## src/rtl/rally_ball.sv

```systemverilog
// Ball-and-rally engine for the LED tennis/squash game: steps a one-hot ball along
// the strip, takes returns at the end positions, speeds up per hit and scores misses.
//
// state  | meaning
// IDLE   | no ball in play, waiting for a serve
// MOVE_R | ball travelling toward index 0 (right end)
// MOVE_L | ball travelling toward index LIGHTS-1 (left end)
// POINT  | one-cycle scoring pulse, then back to IDLE
module rally_ball #(
    parameter int LIGHTS       = 16,
    parameter int DIV_WIDTH    = 24,
    parameter int BASE_PERIOD  = 12_500_000,
    parameter int SPEEDUP_STEP = 1_000_000,
    parameter int MIN_PERIOD   = 2_500_000,
    parameter int HIT_WIDTH    = 3
) (
    input  logic                 clock,
    input  logic                 reset,
    input  logic                 leftdirection,
    input  logic                 rightdirection,
    input  logic [1:0]           serve,
    input  logic                 mode,
    output logic [LIGHTS-1:0]    light,
    output logic [1:0]           direction,
    output logic [HIT_WIDTH-1:0] hitnum,
    output logic                 point_left,
    output logic                 point_right
);

    localparam logic [1:0] S_IDLE   = 2'd0;
    localparam logic [1:0] S_MOVE_R = 2'd1;
    localparam logic [1:0] S_MOVE_L = 2'd2;
    localparam logic [1:0] S_POINT  = 2'd3;

    localparam int PIW = $clog2(LIGHTS);
    localparam int PW  = DIV_WIDTH + HIT_WIDTH;
    localparam logic [PIW-1:0] LAST = PIW'(LIGHTS - 1);

    localparam logic [PW-1:0] BASE_W  = PW'(BASE_PERIOD);
    localparam logic [PW-1:0] SPEED_W = PW'(SPEEDUP_STEP);
    localparam logic [PW-1:0] MIN_W   = PW'(MIN_PERIOD);

    logic [1:0]           state, nxt_state;
    logic [PIW-1:0]       pos, nxt_pos;
    logic [DIV_WIDTH-1:0] timer, nxt_timer;
    logic [HIT_WIDTH-1:0] nxt_hitnum, hit_inc;
    logic                 hit_pending, nxt_pending;
    logic                 left_q, right_q;
    logic                 l_edge, r_edge;
    logic                 nxt_pl, nxt_pr;
    logic [PW-1:0]        prod, period;
    logic                 tick;

    assign l_edge = leftdirection & ~left_q;
    assign r_edge = rightdirection & ~right_q;
    assign hit_inc = (hitnum == '1) ? hitnum : hitnum + HIT_WIDTH'(1);

    // Clamp compare done before subtracting so a large hit count never wraps.
    always_comb begin
        prod = PW'(hitnum) * SPEED_W;
        if (prod >= BASE_W || (BASE_W - prod) < MIN_W) period = MIN_W;
        else                                            period = BASE_W - prod;
    end

    assign tick = (PW'(timer) == period - PW'(1));

    always_comb begin
        nxt_state   = state;
        nxt_pos     = pos;
        nxt_hitnum  = hitnum;
        nxt_pending = hit_pending;
        nxt_timer   = timer + DIV_WIDTH'(1);
        nxt_pl      = 1'b0;
        nxt_pr      = 1'b0;
        case (state)
            S_IDLE: begin
                nxt_timer = '0;
                if (serve == 2'b01 || (serve == 2'b10 && mode)) begin
                    nxt_state   = S_MOVE_R;
                    nxt_pos     = LAST;
                    nxt_hitnum  = '0;
                    nxt_pending = 1'b0;
                end else if (serve == 2'b10) begin
                    nxt_state   = S_MOVE_L;
                    nxt_pos     = '0;
                    nxt_hitnum  = '0;
                    nxt_pending = 1'b0;
                end
            end
            S_MOVE_R: begin
                if (pos == '0 && !mode && r_edge) nxt_pending = 1'b1;
                if (tick) begin
                    nxt_timer   = '0;
                    nxt_pending = 1'b0;
                    if (pos != '0) begin
                        nxt_pos = pos - PIW'(1);
                    end else if (mode) begin
                        nxt_pos   = PIW'(1);
                        nxt_state = S_MOVE_L;
                    end else if (hit_pending || r_edge) begin
                        nxt_pos    = PIW'(1);
                        nxt_state  = S_MOVE_L;
                        nxt_hitnum = hit_inc;
                    end else begin
                        nxt_state = S_POINT;
                        nxt_pl    = 1'b1;
                    end
                end
            end
            S_MOVE_L: begin
                if (pos == LAST && l_edge) nxt_pending = 1'b1;
                if (tick) begin
                    nxt_timer   = '0;
                    nxt_pending = 1'b0;
                    if (pos != LAST) begin
                        nxt_pos = pos + PIW'(1);
                    end else if (hit_pending || l_edge) begin
                        nxt_pos    = LAST - PIW'(1);
                        nxt_state  = S_MOVE_R;
                        nxt_hitnum = hit_inc;
                    end else begin
                        nxt_state = S_POINT;
                        nxt_pr    = 1'b1;
                    end
                end
            end
            default: begin
                nxt_timer = '0;
                nxt_state = S_IDLE;
            end
        endcase
    end

    always_ff @(posedge clock or negedge reset) begin
        if (!reset) begin
            state       <= S_IDLE;
            pos         <= '0;
            timer       <= '0;
            hitnum      <= '0;
            hit_pending <= 1'b0;
            left_q      <= 1'b0;
            right_q     <= 1'b0;
            light       <= '0;
            direction   <= 2'b00;
            point_left  <= 1'b0;
            point_right <= 1'b0;
        end else begin
            state       <= nxt_state;
            pos         <= nxt_pos;
            timer       <= nxt_timer;
            hitnum      <= nxt_hitnum;
            hit_pending <= nxt_pending;
            left_q      <= leftdirection;
            right_q     <= rightdirection;
            point_left  <= nxt_pl;
            point_right <= nxt_pr;
            if (nxt_state == S_MOVE_R || nxt_state == S_MOVE_L)
                light <= LIGHTS'(1) << nxt_pos;
            else
                light <= '0;
            case (nxt_state)
                S_MOVE_R: direction <= 2'b01;
                S_MOVE_L: direction <= 2'b10;
                default:  direction <= 2'b00;
            endcase
        end
    end

endmodule

```

## config.mk

```make
export PLATFORM = sky130hd
export DESIGN_NAME = rally_ball
export DESIGN_NICKNAME = d
export VERILOG_FILES = /design/src/rtl/rally_ball.sv
export SDC_FILE = /design/constraint.sdc
export NUM_CORES = 1
export LEC_CHECK = 0
export CORE_MARGIN = 10
export CORE_UTILIZATION = 50
export DETAILED_ROUTE_END_ITERATION = 16
export GPL_TIMING_DRIVEN = 0
export PLACE_DENSITY = 0.83
export SYNTH_ARGS = -nofsm -noshare
export SYNTH_HDL_FRONTEND = slang
export SYNTH_SLANG_ARGS = --single-unit
```

## constraint.sdc

```tcl
create_clock -name clock -period 4.66 [get_ports clock]
set_input_delay 0.932 -clock clock [delete_from_list [all_inputs] [get_ports clock]]
set_output_delay 0.932 -clock clock [all_outputs]
set_load 0.02 [all_outputs]
```

---- Yosys cells after proc, flatten, opt, wreduce, memory -nomap -nowiden ----
Index checks and enable logic that the tools add are counted.
storage, ports and cells
  flip-flop bits (word level) ............. 56
  bits of input ports ..................... 7
cells by class
  eq/ne operators ......................... 20
  bitwise logic cells ..................... 4
  shift operators ......................... 1
  $lt $le $gt $ge ......................... 1
  multipliers ............................. 1
  mux-type cells .......................... 52
  add/sub/neg operators ................... 6
  reductions and logical operators ........ 16
operators by type and width
  kind                                                   number
  2-to-1 mux 24 bit                                      2
  2-to-1 mux 4 bit                                       9
  2-to-1 mux 3 bit                                       10
  == test 24 x 27 -> 1 bit                               1
  < comparator 27 x 22 -> 1 bit (second input constant)  1
  2-to-1 mux 27 bit                                      1
  subtractor 27 x 1 -> 27 bit (second input constant)    1
  subtractor 24 x 23 -> 25 bit (first input constant)    1
  adder 24 x 1 -> 24 bit (second input constant)         1
  multiplier 3 x 14 -> 17 bit (second input constant)    1
  2-to-1 mux 1 bit                                       17
  2-to-1 mux 16 bit                                      1
  left shift 1 x 4 -> 16 bit (first input constant)      1
  2-to-1 mux 2 bit                                       7
  != test 2 bit (second input constant)                  7
  one-hot mux 4 bit (3 select lines)                     1
  != test 3 bit (second input constant)                  3
  one-hot mux 3 bit (3 select lines)                     1
  AND reduction 9 bit                                    1
  == test 2 x 1 -> 1 bit (second input constant)         3
  == test 2 bit (second input constant)                  3
  one-hot mux 2 bit (3 select lines)                     1
  adder 4 x 1 -> 4 bit (second input constant)           1
  == test 4 bit (second input constant)                  1
  other kinds (17)                                       25

---- Longest topological paths before layout ----
  word-level depth ........................ 11
  mapped depth ............................ 20
  gate-level depth less buffers ........... 18

---- Worst setup path before layout ----
OpenSTA, ideal clock, no wires.
  path type ............................... flip-flop to flip-flop
  from .................................... register hitnum[0]
  to ...................................... register light[10]
  path slack .............................. -561 ps
  period minus slack after synthesis ...... 5221 ps
  stages on the path, launching flop included .. 21
  setup time .............................. 101 ps
  arrival ................................. 5120 ps
  required time ........................... 4559 ps
  buffers on the path ..................... 2
  cell sequence ........................... dfrtp_1 -> buf_4 -> inv_2 -> ha_1 -> ha_1 -> inv_1 -> fa_1 -> nand2b_1 -> a21oi_1 -> xnor2_1 -> nor4_4 -> nand3_1 -> mux2i_2 -> nor4b_1 -> and2_1 -> buf_2 -> a2111oi_0 -> a211o_1 -> ha_1 -> nand4b_1 -> nor4_1
on the way
  cells in the longest elaborated chain, start to end .. 11
  elaborated cells on any way between the ends .. 17
RTL lines
  element                                                  RTL line  source
  from (decl)                                              25        output logic [HIT_WIDTH-1:0] hitnum,
  from (signal assigned)                                   151       hitnum <= nxt_hitnum;
  multiplier 3 x 14 -> 17 bit (*)                          60        prod = PW'(hitnum) * SPEED_W;
  subtractor 24 x 23 -> 25 bit (*)                         61, 62
  < comparator 27 x 22 -> 1 bit                            61        if (prod >= BASE_W || (BASE_W - prod) < MIN_W) period = MIN_W;
  2-to-1 mux 27 bit (*)                                    61
  subtractor 27 x 1 -> 27 bit (*)                          65        assign tick = (PW'(timer) == period - PW'(1));
  == test 24 x 27 -> 1 bit (*)                             65
  2-to-1 mux 2 bit, on equally long branches               112, 92
  one-hot mux 2 bit (3 select lines)                       75        case (state)
  == test 2 x 1 -> 1 bit or == test 2 bit (tied branches)  157       if (nxt_state == S_MOVE_R || nxt_state == S_MOVE_L)
  logical OR 1 bit                                         157
  2-to-1 mux 16 bit (*)                                    157
  to (signal assigned)                                     158       light <= LIGHTS'(1) << nxt_pos;
  to (decl)                                                23        output logic [LIGHTS-1:0] light,
Mark *: on every way between the ends. The rest lies on a longest branch, timed or not.
A chain may end at the register's enable or synchronous reset.

---- Worst setup path after layout ----
  from .................................... register hitnum[1]
  to ...................................... register light[2]
Same word-level chain as after synthesis.

==> flow_metrics.py <==
metrics = {
    "run_status": {
        "status": "finished with violations",
        "violations": "negative setup slack",
    },
    "clock_network": {
        "clock_latency_ps": 330,
        "h-tree-depth": 2,
        "clk_path_buf_depth": 2,
        "cts.sinks": 56,
        "cts_tree": "done",
        "hold_buffers": 0,
        "numCtsBuffers": 5,
        "path_clk_slew_ps": 110,
        "cts-root-buf": "clkbuf_8",
    },
    "synthesis": {
        "avgSynthCellArea_um2": 9.051,
        "synth.most_common_cell": "dfrtp_1",
        "ys_seq_elements": 56,
        "yosys.area.top_type": "dfrtp_1",
        "synth_cell_types": 69,
        "ys_top_cells_by_count": "dfrtp_1 (56), nor2_1 (46), nand2_1 (35), ha_1 (25), nand3_1 (22)",
        "yosys_warnings": 0,
        "netlist_area_mm2": 0.003983,
        "synthesis.nets": 475,
        "async_flop_share": 1.000,
        "syn_inst": 440,
        "synth_top_area_share": 0.3519,
        "synth_edf_count": 0,
        "synth-main-ff-cell": "dfrtp_1",
        "synth-seq-area-share": 0.3519,
        "yosys-top-cells-area": "dfrtp_1 (35%), ha_1 (7.9%), xor2_1 (4.4%), nor2_1 (4.3%), xnor2_1 (3.7%)",
    },
    "routing": {
        "ant_nets": 0,
        "drt_iter0_markers": 178,
        "drc": 0,
        "vias": 3661,
        "dr.pass1.iters": 4,
        "vias_per_cell": 5.943,
        "wl_um": 10480,
        "wl_per_cell_um": 17.01,
    },
    "grt": {
        "use_met1": 0.2089,
        "grt-busiest-layer": "met2",
        "grt_pass1_wl_um": 16920,
        "grt_use_met3": 0.04366,
        "grt_max_degree": 31,
        "antenna_found_initial": 0,
        "grt_overflow": 0,
        "grt_pass1_vias": 3627,
        "grt_use_met2": 0.2961,
        "grt_usage": 0.1715,
    },
    "cells_and_area": {
        "area_growth_pct": 32.39,
        "drive_above_1_share": 0.2335,
        "insertedDiodeCount": 0,
        "final_util": 0.6823,
        "fin_nets": 548,
    },
    "sta": {
        "max_slew.worst_pin.slew_ps": 977.2,
        "fin_ws_ps": -50.89,
        "max_freq_mhz": 212.3,
        "period_needed_ps": 4711,
        "drv_slew": 0,
        "hold_viol_final": 0,
        "skew_ps": 11.19,
        "maxSlewHeadroom": 0.3472,
        "whs_ps": 505.9,
        "setup_viol": 14,
        "rsz0062_at_grt": "yes",
        "finalCritPeriodShare": 1.011,
    },
    "power_and_ir_drop": {
        "powerDensity_mw_per_mm2": 677.9,
        "p_leak_nw": 2.188,
        "power.total_mw": 3.574,
        "peakVddDrop_uv": 682.9,
    },
    "placed_design": {
        "portBuffers": 29,
        "dpl.hpwl_um": 7276,
        "place_congestion": 0.8991,
        "place_worst_setup_slack_ps": -625.7,
    },
    "setup_path": {
        "path_cells": "fa_2, inv_2, fa_2, nand2b_4, a21oi_4, buf_12, xor2_4, a21o_1, nand3_4, buf_12, mux2i_4, nor3_4, buf_6, o211ai_1, a31o_2, a211o_1, ha_4, nand4b_1, buf_6, nor4_4",
        "crit_path_max_incr_delay_ps": 600,
        "crit_fanout": 8,
        "cpMaxStageDelayCell": "fa_2",
        "end_kind": "register",
        "crit_required_ps": 4890,
        "start_kind": "register",
        "path_class": "reg2reg",
        "arrival_ps": 4950,
    },
    "min_path": {
        "min-delay-path-class": "reg2reg",
    },
    "floorplan": {
        "die_w_um": 109.2,
        "start_util": 0.5154,
        "placementRows": 32,
        "ios": 30,
        "dieArea_mm2": 0.01193,
        "die_h_um": 109.2,
        "design.core.area_mm2": 0.007727,
    },
    "job": {
        "cap_violations": 0,
    },
}
flip-flops by register name, summed over array words and instances (netlist names):
signal,cells
right_q,1
timer,24
left_q,1
light,16
state,2
pos,4
point_left,1
hit_pending,1
direction,2
hitnum,3
point_right,1
final cells by class:
class | instances | area (um^2)
Inverter | 24 | 103.9
Fill cell | 567 | 2455
Timing Repair Buffer | 66 | 611.8
Clock buffer | 5 | 68.82
Clock inverter | 3 | 33.78
Buffer | 13 | 73.82
Tap cell | 102 | 127.6
Sequential cell | 56 | 1405
Multi-Input combinational cell | 347 | 2848
metrics by stage:
step / instance area (um^2) / instances / TNS, ps
floorplan: 4130 / 440 / -50.55
global placement: 4548 / 571 / -5330
detailed placement: 4563 / 572 / -7781
CTS: 4946 / 599 / 0
global route: 5273 / 616 / -3499
finish: 5273 / 616 / -317.5
routing by layer:
metal / routed length, um / vias to the layer above
met3: 726 / 21
met1: 4258 / 1793
met2: 5307 / 119
met4: 184 / 0
met5: 0 / -
li1: - / 1728
power by group:
part           switching, mW  internal (mW)  leakage, nW  total (mW)
clock                  0.183          0.114       0.0515       0.296
sequential            0.0846          0.575        0.756       0.660
combinational           1.56           1.06         1.38        2.62
total                   1.82           1.75         2.19        3.57
cell families (layout without fill, tap and decap cells):
group / Yosys count / count (layout) / synth area share
DFF: 56 / 56 / 0.3519
AOI/OAI and AO/OA: 88 / 88 / 0.1690
buffers and inverters: 37 / 111 / 0.03707
and+or+nand+nor: 191 / 191 / 0.2583
adders and majority gates: 28 / 28 / 0.09362
xor gates and xnor gates: 37 / 37 / 0.08137
muxes: 3 / 3 / 0.008796
worst paths after layout:
kind / startpoint / endpoint / slack, ps / depth (start not counted)
hold / removal: timer[0] / timer[0] / 510 / 1
max in group asynchronous: reset / hitnum[2] / 3460 / 2
min in group asynchronous: reset / timer[22] / 610 / 1
setup reg to reg: hitnum[1] / light[2] / -50 / 20
setup / recovery: hitnum[1] / light[2] / -50 / 20
hold reg to reg: timer[0] / timer[0] / 510 / 1
cells in the final DEF (no fill, tap or decap), drive strengths merged, types with 4 or more instances in the layout:
| master | netlist | routed |
|---|---|---|
| nor4b | 5 | 5 |
| ha | 25 | 25 |
| o211ai | 5 | 5 |
| nand2 | 37 | 37 |
| o21ai | 13 | 13 |
| a211oi | 6 | 6 |
| nand4 | 6 | 6 |
| clkdlybuf4s50 | 0 | 28 |
| nor2b | 8 | 8 |
| xnor2 | 17 | 17 |
| nand3 | 22 | 22 |
| a21o | 7 | 7 |
| buf | 4 | 42 |
| nand2b | 9 | 9 |
| inv | 23 | 24 |
| nor3 | 12 | 12 |
| a21oi | 14 | 14 |
| dfrtp | 56 | 56 |
| a31oi | 4 | 4 |
| and3 | 11 | 11 |
| and2 | 5 | 5 |
| nor2 | 46 | 46 |
| nor4 | 15 | 15 |
| xor2 | 20 | 20 |
| clkbuf | 9 | 14 |
worst max-delay path, delay by kind of cell (launching register included):
kind / cells / cell delay [ps]
AOI/OAI and AO/OA: 5 / 1070
xor gates and xnor gates: 1 / 210
adders and majority gates: 3 / 1210
buffers and inverters: 5 / 640
DFF: 1 / 450
muxes: 1 / 200
and+or+nand+nor: 5 / 810
timing repair:
action / CTS / global route
setup endpoints to repair: 38 / 38
pin swaps: 17 / 22
setup buffers: 19 / 17
gates cloned: 0 / 0
resized for setup: 23 / 30
Note: power is estimated with default switching activity, not from simulation.
